## config.mk

```make
export PLATFORM = sky130hd
export DESIGN_NAME = fifo_stream_reader
export DESIGN_NICKNAME = d
export VERILOG_FILES = /design/src/rtl/fifo_pkg.sv /design/src/rtl/stream_buf2.sv /design/src/rtl/fifo_stream_reader.sv
export SDC_FILE = /design/constraint.sdc
export NUM_CORES = 1
export LEC_CHECK = 0
export CAP_MARGIN = 20
export CELL_PAD_IN_SITES_DETAIL_PLACEMENT = 1
export CELL_PAD_IN_SITES_GLOBAL_PLACEMENT = 1
export CORE_MARGIN = 5
export CORE_UTILIZATION = 33
export DETAILED_ROUTE_END_ITERATION = 7
export PLACE_DENSITY_LB_ADDON = 0.1
export SYNTH_ARGS = -nofsm -noshare
export SYNTH_HDL_FRONTEND = slang
export SYNTH_SLANG_ARGS = --single-unit
```

## constraint.sdc

```tcl
create_clock -name clk -period 1.7 [get_ports clk]
set_clock_uncertainty 0.1 [all_clocks]
set_input_delay 0.255 -clock clk [delete_from_list [all_inputs] [get_ports clk]]
set_output_delay 0.255 -clock clk [all_outputs]
set_load 0.05 [all_outputs]
```

## src/rtl/fifo_pkg.sv

```systemverilog
// Shared definitions for the sync_fifo read-port ecosystem: default word width,
// the read-port bundle type and a fill-level helper used by the pop-side logic.
package fifo_pkg;

  localparam int DATA_WIDTH_DEF = 32;

  typedef struct packed {
    logic                      pop;
    logic                      empty;
    logic [DATA_WIDTH_DEF-1:0] rd_data;
  } fifo_rd_if_t;

  // Words already committed to the reader: buffered plus the one still in flight.
  function automatic logic [2:0] fill_level(input logic [1:0] occ, input logic inflight);
    return {1'b0, occ} + {2'b00, inflight};
  endfunction

endpackage

```

## src/rtl/stream_buf2.sv

```systemverilog
// Two-entry register buffer with head/tail pointers; head is presented
// combinationally, tail is written on wr_en, flush empties it at once.
module stream_buf2
  import fifo_pkg::*;
#(
  parameter int DATA_WIDTH = DATA_WIDTH_DEF
) (
  input  logic                  clk,
  input  logic                  reset,
  input  logic                  flush,
  input  logic                  wr_en,
  input  logic [DATA_WIDTH-1:0] wr_data,
  input  logic                  rd_en,
  output logic [1:0]            occ,
  output logic [DATA_WIDTH-1:0] head_data
);

  logic [DATA_WIDTH-1:0] mem0_q, mem0_d;
  logic [DATA_WIDTH-1:0] mem1_q, mem1_d;
  logic                  wr_ptr_q, wr_ptr_d;
  logic                  rd_ptr_q, rd_ptr_d;
  logic [1:0]            occ_q, occ_d;

  always_comb begin
    mem0_d   = mem0_q;
    mem1_d   = mem1_q;
    wr_ptr_d = wr_ptr_q;
    rd_ptr_d = rd_ptr_q;
    occ_d    = occ_q;
    if (flush) begin
      occ_d    = 2'd0;
      wr_ptr_d = 1'b0;
      rd_ptr_d = 1'b0;
    end else begin
      if (wr_en) begin
        if (wr_ptr_q) mem1_d = wr_data;
        else          mem0_d = wr_data;
        wr_ptr_d = !wr_ptr_q;
      end
      if (rd_en) rd_ptr_d = !rd_ptr_q;
      // Simultaneous write and read leaves occupancy unchanged.
      occ_d = occ_q + {1'b0, wr_en} - {1'b0, rd_en};
    end
  end

  // Storage is cleared too so the head reads as zero straight out of reset.
  always_ff @(posedge clk) begin
    if (reset) begin
      mem0_q   <= '0;
      mem1_q   <= '0;
      wr_ptr_q <= 1'b0;
      rd_ptr_q <= 1'b0;
      occ_q    <= 2'd0;
    end else begin
      mem0_q   <= mem0_d;
      mem1_q   <= mem1_d;
      wr_ptr_q <= wr_ptr_d;
      rd_ptr_q <= rd_ptr_d;
      occ_q    <= occ_d;
    end
  end

  assign occ       = occ_q;
  assign head_data = rd_ptr_q ? mem1_q : mem0_q;

endmodule

```

## src/rtl/fifo_stream_reader.sv

```systemverilog
// Drains a sync_fifo read port onto a valid/ready stream, hiding the FIFO's
// one-cycle read latency behind a two-entry buffer for full throughput.
module fifo_stream_reader
  import fifo_pkg::*;
#(
  parameter int DATA_WIDTH = DATA_WIDTH_DEF,
  parameter int CNT_WIDTH  = 16
) (
  input  logic                  clk,
  input  logic                  reset,
  input  logic                  fifo_empty,
  output logic                  fifo_pop,
  input  logic [DATA_WIDTH-1:0] fifo_rd_data,
  input  logic                  flush,
  output logic                  m_valid,
  input  logic                  m_ready,
  output logic [DATA_WIDTH-1:0] m_data,
  output logic [CNT_WIDTH-1:0]  beat_cnt
);

  logic                 inflight_q, inflight_d;
  logic                 discard_q, discard_d;
  logic [CNT_WIDTH-1:0] beat_cnt_q, beat_cnt_d;

  logic [1:0]           occ;
  logic                 deq;
  logic                 capture;

  assign m_valid = (occ != 2'd0);
  assign deq     = m_valid & m_ready & !flush;
  // A dequeue this cycle frees a slot, so pop may look through m_ready.
  assign fifo_pop = !reset & !fifo_empty & !flush &
                    (fill_level(occ, inflight_q) < (3'd2 + {2'b00, deq}));
  assign capture  = inflight_q & !discard_q & !flush;

  always_comb begin
    inflight_d = fifo_pop;
    discard_d  = flush & inflight_q;
    beat_cnt_d = beat_cnt_q + {{(CNT_WIDTH-1){1'b0}}, deq};
  end

  always_ff @(posedge clk) begin
    if (reset) begin
      inflight_q <= 1'b0;
      discard_q  <= 1'b0;
      beat_cnt_q <= '0;
    end else begin
      inflight_q <= inflight_d;
      discard_q  <= discard_d;
      beat_cnt_q <= beat_cnt_d;
    end
  end

  stream_buf2 #(
    .DATA_WIDTH(DATA_WIDTH)
  ) u_buf (
    .clk       (clk),
    .reset     (reset),
    .flush     (flush),
    .wr_en     (capture),
    .wr_data   (fifo_rd_data),
    .rd_en     (deq),
    .occ       (occ),
    .head_data (m_data)
  );

  assign beat_cnt = beat_cnt_q;

  a_no_overflow: assert property (@(posedge clk) disable iff (reset)
    fill_level(occ, inflight_q) <= 3'd2);

endmodule
```

### Word level (Yosys, flattened, before mapping)

Cells that the tools add are included.

* register bits after elaboration: 86
* output and inout bits: 50

* reduce and logical (&&, ||, !) cells: 10
* $lt $le $gt $ge: 1
* bitwise gates (word level): 10
* multiplexer cells: 1
* add/subtract/negate cells: 5

Operators by type and width (number)
* 32-bit two-way mux: 1
* 16-bit by 1-bit adder with 16-bit output: 1
* 1-bit AND: 8
* 1-bit zero test: 6
* 3-bit AND reduction: 2
* 2-bit by 1-bit adder with 3-bit output: 1
* 2-bit by 1-bit adder with 3-bit output (first input constant): 1
* 3-bit < comparator: 1
* 2-bit by 1-bit adder with 2-bit output: 1
* 1-bit inverter: 2
* 2-bit nonzero test: 1
* 2-bit OR reduction: 1
* 2-bit by 1-bit subtractor with 2-bit output: 1

### Longest topological paths before layout

* word-level depth: 6
* gate-level depth with buffers: 8
* depth with buffers taken out: 8

### Modules after synthesis

A second synthesis with hierarchy kept.

* cells, all modules: 388
* area total of the unflattened synthesis: 4037.6 um^2

By module, submodules not included
* stream_buf2: times used 1, cells each 298, area each 3198.1 um^2, seq. area each 1361.3 um^2
* fifo_stream_reader: times used 1, cells each 90, area each 839.6 um^2, seq. area each 360.3 um^2

### Worst setup path before layout

No wires, ideal clock.

* path type: register -> output
* start point: register u_buf.occ_q[0] (netlist: u_buf.occ[0])
* end point: output fifo_pop
* setup slack: -500 ps
* buffers on the path: 0
* stages on the path, launching flop included: 5
* arrival time: 1845 ps
* cell sequence: dfxtp_1 ha_1 ha_1 or4_1 a21oi_1

* longest elaborated chain between the ends: 6
* elaborated cells on any way between the ends: 7
* those cells by class: add/sub (2); order compare (1); bitwise (3); reduce/logical (1)

Ends and longest elaborated chain
* start, declared: line stream_buf2.sv:22 `logic [1:0] occ_q, occ_d;`
* start signal, assigned: line stream_buf2.sv:53 `occ_q <= 2'd0;`
* start signal, assigned: line stream_buf2.sv:59 `occ_q <= occ_d;`
* 2-bit nonzero test: line fifo_stream_reader.sv:29 `assign m_valid = (occ != 2'd0);`
* 1-bit AND (2 in a row): line fifo_stream_reader.sv:30 `assign deq = m_valid & m_ready & !flush;`
* 2-bit by 1-bit adder with 3-bit output: line fifo_stream_reader.sv:33 `(fill_level(occ, inflight_q) < (3'd2 + {2'b00, deq}));`
* 3-bit < comparator *: line fifo_stream_reader.sv:33
* 1-bit AND *: line fifo_stream_reader.sv:32 `assign fifo_pop = !reset & !fifo_empty & !flush &`
* end, declared: line fifo_stream_reader.sv:12 `output logic fifo_pop,`

Mark *: on every way between the ends. The rest lies on a longest branch, timed or not.

### Worst setup path in the final report

* start point: register inflight_q
* end point: output fifo_pop

* longest elaborated chain between the ends: 3

Ends and longest elaborated chain
* start, declared: line fifo_stream_reader.sv:21 `logic inflight_q, inflight_d;`
* start signal, assigned: line fifo_stream_reader.sv:48 `inflight_q <= inflight_d;`
* 2-bit by 1-bit adder with 3-bit output: line fifo_pkg.sv:15 `return {1'b0, occ} + {2'b00, inflight};`
* 3-bit < comparator: line fifo_stream_reader.sv:33
* 1-bit AND: line fifo_stream_reader.sv:32

No other way between the ends.

==> metrics.cfg <==
[grt]
grt.overflow.total = 0
antenna_found_initial = 0
grt_pass1_vias = 3853
grt_max_degree = 88
grt_use_total_pct = 19.0
grt_pass1_wl_um = 19900

[placed_design]
io_buffers = 86
postPlaceCellArea_sq_mm = 0.00479
finalWeightedCongestion = 0.733
dp_hpwl_um = 7000

[detailed_routing]
drt-pass1-iter-count = 4
wl_met1_um = 5570
highest_layer = met4
wl_met2_um = 6620
viasPerCell = 5.01
wirelength_um = 12800
wl_per_cell_um = 18.4
ant_nets = 0
num_vias = 3485
drc = 0
wl_met3_um = 445
drt_iter0_markers = 116

[setup_path]
crit_start = inflight_q$_SDFF_PP0_
reg2reg_from = inflight_q$_SDFF_PP0_
criticalPathCategory = reg2out
critical_path.endpoint = fifo_pop
reg2reg_depth = 12
crit_required_ns = 1.34
cp.arrival_ns = 1.77
reg2reg_to = u_buf.occ[1]$_SDFF_PP0_
worstSetupEndpointType = output port
critPathLaunchType = flip-flop
crit_fanout = 2
regToRegSetupSlack_ns = -0.42

[clocking]
cts_tree = yes
hold_buffers = 0
cts_sinks = 86
cts_max_level = 3
cts_made_buffers = 9
root_buffer = clkbuf_8
clk_latency_ns = 0.35
clkTransAtPathRegs_ns = 0.09
cts_buffer_depth = 2

[finish]
multiInputGateArea_sq_mm = 0.00252
diodes = 0
drive_gt1_share_pct = 56.3
finalInstanceArea_sq_mm = 0.00645
ff_latch_area_sq_mm = 0.00174
final_cell_mix = 71 x dfxtp_1, 58 x nand2_1, 48 x a21oi_2, 43 x nand2_2, 35 x buf_8
final_common_cell = dfxtp_1
n_fill_cell = 1172
final_nets = 595
area_growth_pct = 75.7

[synth]
synthFlopType = dfxtp_1
ys_async_sr_fraction_pct = 0
synth.top_cells.by_area = dfxtp_1 47%, nand2_1 13%, mux2_2 10%
ys_warn_count = 0
synth_nets = 473
avgSynthCellArea_sq_um = 8.51
yosys.area.top_type = dfxtp_1
syn-cell-area_sq_mm = 0.00367
ys_ff_latch = 86
netlist_instances = 431
ys_seq_area_share_pct = 46.9
synth_edf_count = 0
synth.top_cell.area_share_pct = 46.9
synth_cell_type_count = 34

[job]
drv_cap = 0

[floorplanning]
num_rows = 38
io_pins = 87
die_x_um = 115
core_sq_mm = 0.0109
initial_core_util_pct = 33.7
die_area_sq_mm = 0.0133
die_y_um = 115

[power_and_ir_drop]
clkPwrFrac_pct = 39.1
power_density_mw_per_mm2 = 635
switching_share_pct = 24.3
power_w = 0.00409
p_comb_share_pct = 11.0
p_sw_w = 0.000995
seqPwrFrac_pct = 49.9
irDropWorstVdd_mv = 0.405
p_leak_nw = 2.44
intPower_w = 0.00310

[timing]
slew_headroom_pct = 62.2
worstMarginPinSlew_ns = 0.567
fin_ws_ns = -0.429
max_freq_mhz = 470
grt_setup_unrepaired = yes
drv_slew = 0
fin_crit_sh_pct = 125
finalHoldViolations = 0
finalCriticalPeriod_ns = 2.13
setup-violations-final = 100
whs_ns = 0.130
tns_ns = -25.39

[worst_hold_path]
hp-class = in2reg

[run_status]
violations = negative setup slack
outcome = complete, but fails checks

## how the worst min path moves through the flow
| stage | end | slack [ns] | cells past startpoint | from |
|---|---|---|---|---|
| floorplan | u_buf.occ[0]$_SDFF_PP0_ | 0.23 | 1 | flush |
| finish | inflight_q$_SDFF_PP0_ | 0.13 | 3 | reset |
| global placement | u_buf.mem1_q[6]$_SDFFE_PP0P_ | 0.34 | 2 | u_buf.mem1_q[6]$_SDFFE_PP0P_ |
| CTS | inflight_q$_SDFF_PP0_ | 0.12 | 3 | reset |
| detailed placement | u_buf.mem0_q[11]$_SDFFE_PP0P_ | 0.35 | 2 | u_buf.mem0_q[11]$_SDFFE_PP0P_ |
| global route | inflight_q$_SDFF_PP0_ | 0.14 | 3 | reset |
## kinds of logic (layout without fill, tap and decap cells)
kind of cell,count (synthesis),in the layout,synth area share [%]
and+or+nand+nor,188,188,22.5
DFF,86,86,46.9
AOI/OAI and AO/OA,75,75,11.4
muxes,33,33,10.1
buffers and inverters,32,157,4.47
xor gates and xnor gates,12,12,2.86
adders and majority gates,5,5,1.70
## power by group through the flow
stage | clock network, W | logic, W | registers, W
2_1_floorplan | 0 | 0.000152 | 0.00209
3_3_place_gp | 0 | 0.000325 | 0.00209
3_5_place_dp | 0 | 0.000327 | 0.00209
4_1_cts | 0.00162 | 0.000416 | 0.00204
5_1_grt | 0.00174 | 0.000476 | 0.00204
6_report | 0.00160 | 0.000452 | 0.00204
## critical path: stages (launching register included)
cell and delay (ns):
dfxtp_2 0.33, ha_1 0.19, ha_2 0.17, or4_4 0.44, a21oi_4 0.15, buf_12 0.15
## through the flow
step	cells	utilization (%)	setup slack [ns]
after floorplan	431	-	-0.0670
after global placement	659	44.0	-0.433
after detailed placement	659	44.0	-0.509
after CTS	699	55.3	-0.446
after global routing	696	59.2	-0.493
final	696	59.2	-0.429
## layout make-up
class / count / area share (%)
multi-input cells: 313 / 39.1
clock buffers: 10 / 2.14
clock inverters: 4 / 1.13
flip-flops and latches: 86 / 27.0
repair buffers: 138 / 27.5
inverters: 5 / 0.369
well taps: 140 / 2.72
## flip-flops by register name, indices dropped and copies added (netlist names)
name / flops
u_buf.wr_ptr_q: 1
u_buf.rd_ptr_q: 1
u_buf.mem0_q: 32
inflight_q: 1
discard_q: 1
u_buf.occ: 2
beat_cnt: 16
u_buf.mem1_q: 32
## cell usage after synthesis, types with 2 or more instances
| cell type | number |
|---|---|
| buf_1 | 2 |
| nand2_1 | 125 |
| nor4_1 | 4 |
| and2_1 | 2 |
| or3_1 | 3 |
| inv_1 | 4 |
| nand3_1 | 8 |
| nand2_2 | 10 |
| dfxtp_1 | 86 |
| clkbuf_1 | 13 |
| mux2_2 | 33 |
| nand2b_1 | 3 |
| ha_1 | 5 |
| buf_6 | 4 |
| nor2_1 | 16 |
| a21oi_2 | 10 |
| xor2_1 | 2 |
| nor3_1 | 7 |
| xnor2_1 | 10 |
| nor2b_1 | 3 |
| buf_2 | 7 |
| o21ai_0 | 4 |
| a21oi_1 | 59 |
## what timing repair did
| action | 4_1_cts | 5_1_grt |
|---|---|---|
| buffers inserted | 16 | 2 |
| gates cloned | 11 | 2 |
| setup endpoints to repair | 89 | 110 |
| resized for setup | 172 | 139 |
| pin swaps | 16 | 28 |
## per-layer routing
| layer | up-vias | track usage, % |
|---|---|---|
| met5 | - | 0 |
| met2 | 60 | 33.8 |
| met4 | 0 | 4.93 |
| met3 | 18 | 2.77 |
| li1 | 1680 | - |
| met1 | 1727 | 24.1 |
(Power assumes the default switching activity.)
